===== src/rtl/sync_send.sv =====
// Node-side barrier-sync initiator. It takes a core barrier request, handshakes sync_req/sync_gnt with
// the collector, waits for the sync_hit broadcast and returns barrier_done. An optional timeout aborts.
//
// state    | meaning
// ---------+---------------------------------------------------------------
// IDLE     | no barrier outstanding; accepts barrier_req
// REQ      | sync_req raised with latched node ID, waiting for sync_gnt
// WAIT_HIT | request transferred, waiting for the sync_hit broadcast
// DONE     | one-cycle success pulse on barrier_done
module sync_send #(
    parameter int NODE_ID_W = 4,
    parameter int TIMEOUT_W = 16,
    parameter int CNT_W     = 8
) (
    input  logic                 clk,
    input  logic                 rst_n,
    input  logic [NODE_ID_W-1:0] node_id,
    input  logic [TIMEOUT_W-1:0] timeout_cfg,
    input  logic                 barrier_req,
    output logic                 barrier_busy,
    output logic                 barrier_done,
    output logic                 done_err,
    output logic                 sync_req,
    output logic [NODE_ID_W-1:0] sync_node_id,
    input  logic                 sync_gnt,
    input  logic                 sync_hit,
    input  logic                 err_clr,
    output logic                 timeout_err,
    output logic [CNT_W-1:0]     barrier_cnt
);

    typedef enum logic [1:0] {
        IDLE     = 2'd0,
        REQ      = 2'd1,
        WAIT_HIT = 2'd2,
        DONE     = 2'd3
    } state_t;

    state_t               state;
    logic [TIMEOUT_W-1:0] tmo_cnt;
    logic                 outstanding;
    logic                 tmo_term;
    logic                 hit_now;
    logic                 abort;

    assign outstanding = (state == REQ) || (state == WAIT_HIT);
    assign tmo_term    = outstanding && (timeout_cfg != '0) &&
                         (tmo_cnt == timeout_cfg - TIMEOUT_W'(1));
    assign hit_now     = (state == WAIT_HIT) && sync_hit;
    // A hit on the terminal cycle completes the barrier; a grant on it does not.
    assign abort       = tmo_term && !hit_now;

    always_ff @(posedge clk or negedge rst_n) begin
        if (!rst_n) begin
            state        <= IDLE;
            tmo_cnt      <= '0;
            barrier_busy <= 1'b0;
            barrier_done <= 1'b0;
            done_err     <= 1'b0;
            sync_req     <= 1'b0;
            sync_node_id <= '0;
            timeout_err  <= 1'b0;
            barrier_cnt  <= '0;
        end else begin
            barrier_done <= 1'b0;
            done_err     <= 1'b0;

            if (outstanding && (tmo_cnt != '1))
                tmo_cnt <= tmo_cnt + 1'b1;

            if (abort)
                timeout_err <= 1'b1;
            else if (err_clr)
                timeout_err <= 1'b0;

            if (abort) begin
                state        <= IDLE;
                barrier_busy <= 1'b0;
                sync_req     <= 1'b0;
                barrier_done <= 1'b1;
                done_err     <= 1'b1;
            end else begin
                case (state)
                    IDLE: begin
                        if (barrier_req) begin
                            state        <= REQ;
                            barrier_busy <= 1'b1;
                            sync_req     <= 1'b1;
                            sync_node_id <= node_id;
                            tmo_cnt      <= '0;
                        end
                    end
                    REQ: begin
                        if (sync_gnt) begin
                            state    <= WAIT_HIT;
                            sync_req <= 1'b0;
                        end
                    end
                    WAIT_HIT: begin
                        if (sync_hit) begin
                            state        <= DONE;
                            barrier_done <= 1'b1;
                            barrier_cnt  <= barrier_cnt + 1'b1;
                        end
                    end
                    DONE: begin
                        state        <= IDLE;
                        barrier_busy <= 1'b0;
                    end
                    default: state <= IDLE;
                endcase
            end
        end
    end

endmodule

===== config.mk =====
export PLATFORM = sky130hd
export DESIGN_NAME = sync_send
export DESIGN_NICKNAME = d
export VERILOG_FILES = /design/src/rtl/sync_send.sv
export SDC_FILE = /design/constraint.sdc
export NUM_CORES = 1
export LEC_CHECK = 0
export CORE_MARGIN = 5
export CORE_UTILIZATION = 44
export DETAILED_ROUTE_END_ITERATION = 10
export MAX_ROUTING_LAYER = met4
export PLACE_DENSITY_LB_ADDON = 0.12
export SYNTH_ARGS = -nofsm -noshare
export SYNTH_HDL_FRONTEND = slang
export SYNTH_SLANG_ARGS = --single-unit

===== constraint.sdc =====
create_clock -name clk -period 4.35 [get_ports clk]
set_input_delay 0.87 -clock clk [delete_from_list [all_inputs] [get_ports clk]]
set_output_delay 0.87 -clock clk [all_outputs]
set_load 0.01 [all_outputs]

==> qor.txt <==
first-pass GRT wire length: 9.78 mm
top-count cell post-synth: dfrtp_1
initial antenna violation count: 0
Mean Syn Cell Area: 9.32 um2
Worst Skew: 1.33 ps
IO Pins: 43
area fraction of the dominant cell type after synthesis: 36.3%
Post-Syn Nets: 294
final period utilization: 82.9%
critical path peak fanout: 10
list of most frequent post-synthesis cells: dfrtp_1 (35), nor2_1 (27), xnor2_1 (22)
Arr. time, crit path: 3770 ps
outcome: complete, no violations
routability cong.: 0.891
post-CTS sizing: 0
pwr/cell area: 420 mW/mm2
max cap viols: 0
H-tree levels: 2
critical path launch point: timeout_cfg[4]
Routed Antenna Nets: 0
worst r2r src: state[1]
fmax: 277 MHz
startpoint class of the critical path: primary input
register bit total from synthesis: 35
# setup viols final: 0
final-report max-slew violation count: 0
Filler Cells Inserted: 516
Worst EP required: 4520 ps
Logic pwr share: 44.1%
VDD IR max: 0.296 mV
DR vias: 2060
Sequential Power Share: 38.3%
part of the power in the clock network: 17.7%
Post-route DRC: 0
Core Util, Final: 55.4%
post-DR wirelength/cell: 14.6 um
total routed wirelength: 5.58 mm
cts bufs inserted: 5
IO buf count: 42
post-CTS setup buffers: 0
setup TNS: 0 ps
CTS clk-pin slew, worst paths: 70 ps
share of layout cells above drive strength 1: 6.80%
Placed Instances: 373
dpl hpwl: 4.31 mm
Hold Path Origin: barrier_cnt[4]
Static Leak: 1.27 nW
sequential area share after synthesis: 36.3%
die area: 0.00707 mm2
CTS tree: built
most area-consuming cells after synthesis: dfrtp_1 (36%), xnor2_1 (8.0%), xor2_1 (5.4%)
vias per cell: 5.41
DR pass1 iterations: 5
nets@finish: 343
Initial Utilization: 44.7%
Synth cell types: 52
Clock Tree Buf Depth: 2
Relative slew margins: 47.7%
Worst Hold Class: reg2reg
Non-Filler Instances: 381
synthesized area: 0.00241 mm2
share of flip-flops with an asynchronous set or reset: 100%
RSZ-0062 raised after global routing: no
CTS Sinks: 35
WS Path Type: in2reg
sw frac: 36.7%
largest net degree at the start of global routing: 36
Hold Vio Cnt, Final: 0
Tot Pwr: 0.00126 W
GRT Residual Overflow: 0
Critical Path Sink Type: flip-flop
Die H: 84.1 um
Worst Tran Pin Value: 785 ps
core area: 0.00541 mm2
Internal: 0.000797 W
gr usage total: 17.4%
post-synthesis cell count: 259
Post-synth EDFFs: 0
Yosys top cell by area: dfrtp_1
# hold bufs at CTS: 0
CTS root buf: clkbuf_8
Cell Rows: 27
via count of the first global-routing pass: 2088
area growth from synthesis to layout: 24.0%
Main synth FF type: dfrtp_1
Net Switching: 0.000461 W
1st-iter DRT viols: 125
crit path time final: 3600 ps
Clock Latency Late Sink: 280 ps
Yosys warning total: 0
Die X-Extent: 84.1 um
Ant. Diodes: 0
==> logic make-up (layout without fill, tap and decap cells) <==
family	Yosys count	in the layout	synth area share (%)
fa+ha+maj	9	9	4.66
buf+inv	20	70	4.04
simple gates	112	112	26.0
xor+xnor	37	37	13.4
mux	9	9	4.46
compound gates	37	37	11.2
flops	35	35	36.3
==> power by group through the flow <==
stage	Clock, W	Combinational [W]	Sequential, W
6_report	0.000222	0.000554	0.000481
5_1_grt	0.000248	0.000618	0.000497
4_1_cts	0.000233	0.000561	0.000481
3_5_place_dp	0	0.000556	0.000487
3_3_place_gp	0	0.000552	0.000487
2_1_floorplan	0	0.000334	0.000496
==> routing by layer <==
layer	wire, um	track usage [%]
met3	331	3.46
met2	2490	26.1
met4	65	4.68
met5	0	-
met1	2690	23.9
==> path summary, 6_finish.rpt <==
path                              endpoint  slack, ps  cells past startpoint
max                        sync_node_id[3]        750                      8
min                         barrier_cnt[4]        490                      1
max reg2reg                    tmo_cnt[15]       1690                      8
min reg2reg                 barrier_cnt[4]        490                      1
max in group asynchronous         state[1]       3190                      1
min in group asynchronous  sync_node_id[0]        670                      1
==> registers in the layout, indices dropped and copies added (netlist names) <==
signal	cells
barrier_busy	1
barrier_done	1
done_err	1
state	2
tmo_cnt	16
barrier_cnt	8
sync_node_id	4
timeout_err	1
sync_req	1
==> area by class of cell <==
class	count	area (um2)	share of cell area, %
multi-input combinational	204	1440	48.1
tap	72	90.1	3.01
clock buffer	7	76.3	2.55
inverter	16	60.1	2.01
timing repair buffer	46	445	14.9
sequential	35	876	29.3
clock inverter	1	5.00	0.167
==> stage by stage <==
stage	worst slack [ps]	hold slack [ps]	cell area [um2]
after floorplan	1190	508	2410
after global placement	490	466	2910
after detailed placement	445	470	2910
after CTS	731	490	2990
after global routing	618	515	2990
final	745	486	2990
==> worst max-delay path: stages <==
cell	delay [ps]
clkdlybuf4s50_1	510
or4_4	590
nor4_4	310
a311oi_1	160
o32ai_1	310
nand4b_4	210
o211a_1	430
mux2_2	380
==> cell usage in the layout (no fill, tap or decap), types with 2 or more instances in the layout <==
master           count
nand2_1             19
or3_1                3
ha_1                 9
nor4_2               2
nand3_1             12
nand2b_1             5
o22ai_1              2
o21ai_0              6
a22oi_1              2
clkbuf_1             2
and3_1               2
inv_1               16
nand4_1              4
dfrtp_1             35
clkbuf_8             5
or4_1                3
a211oi_1             5
mux2_2               2
buf_4                4
and4_1               4
mux2_4               3
xnor2_1             22
o32ai_1              2
mux2i_1              4
clkdlybuf4s50_1     41
and2_1               3
nor2_1              27
o211a_1              2
nor4_1               3
nor3_1              13
a21oi_1              4
xor2_1              15
nor2b_1              5
Power figures use the tool's default switching activity.
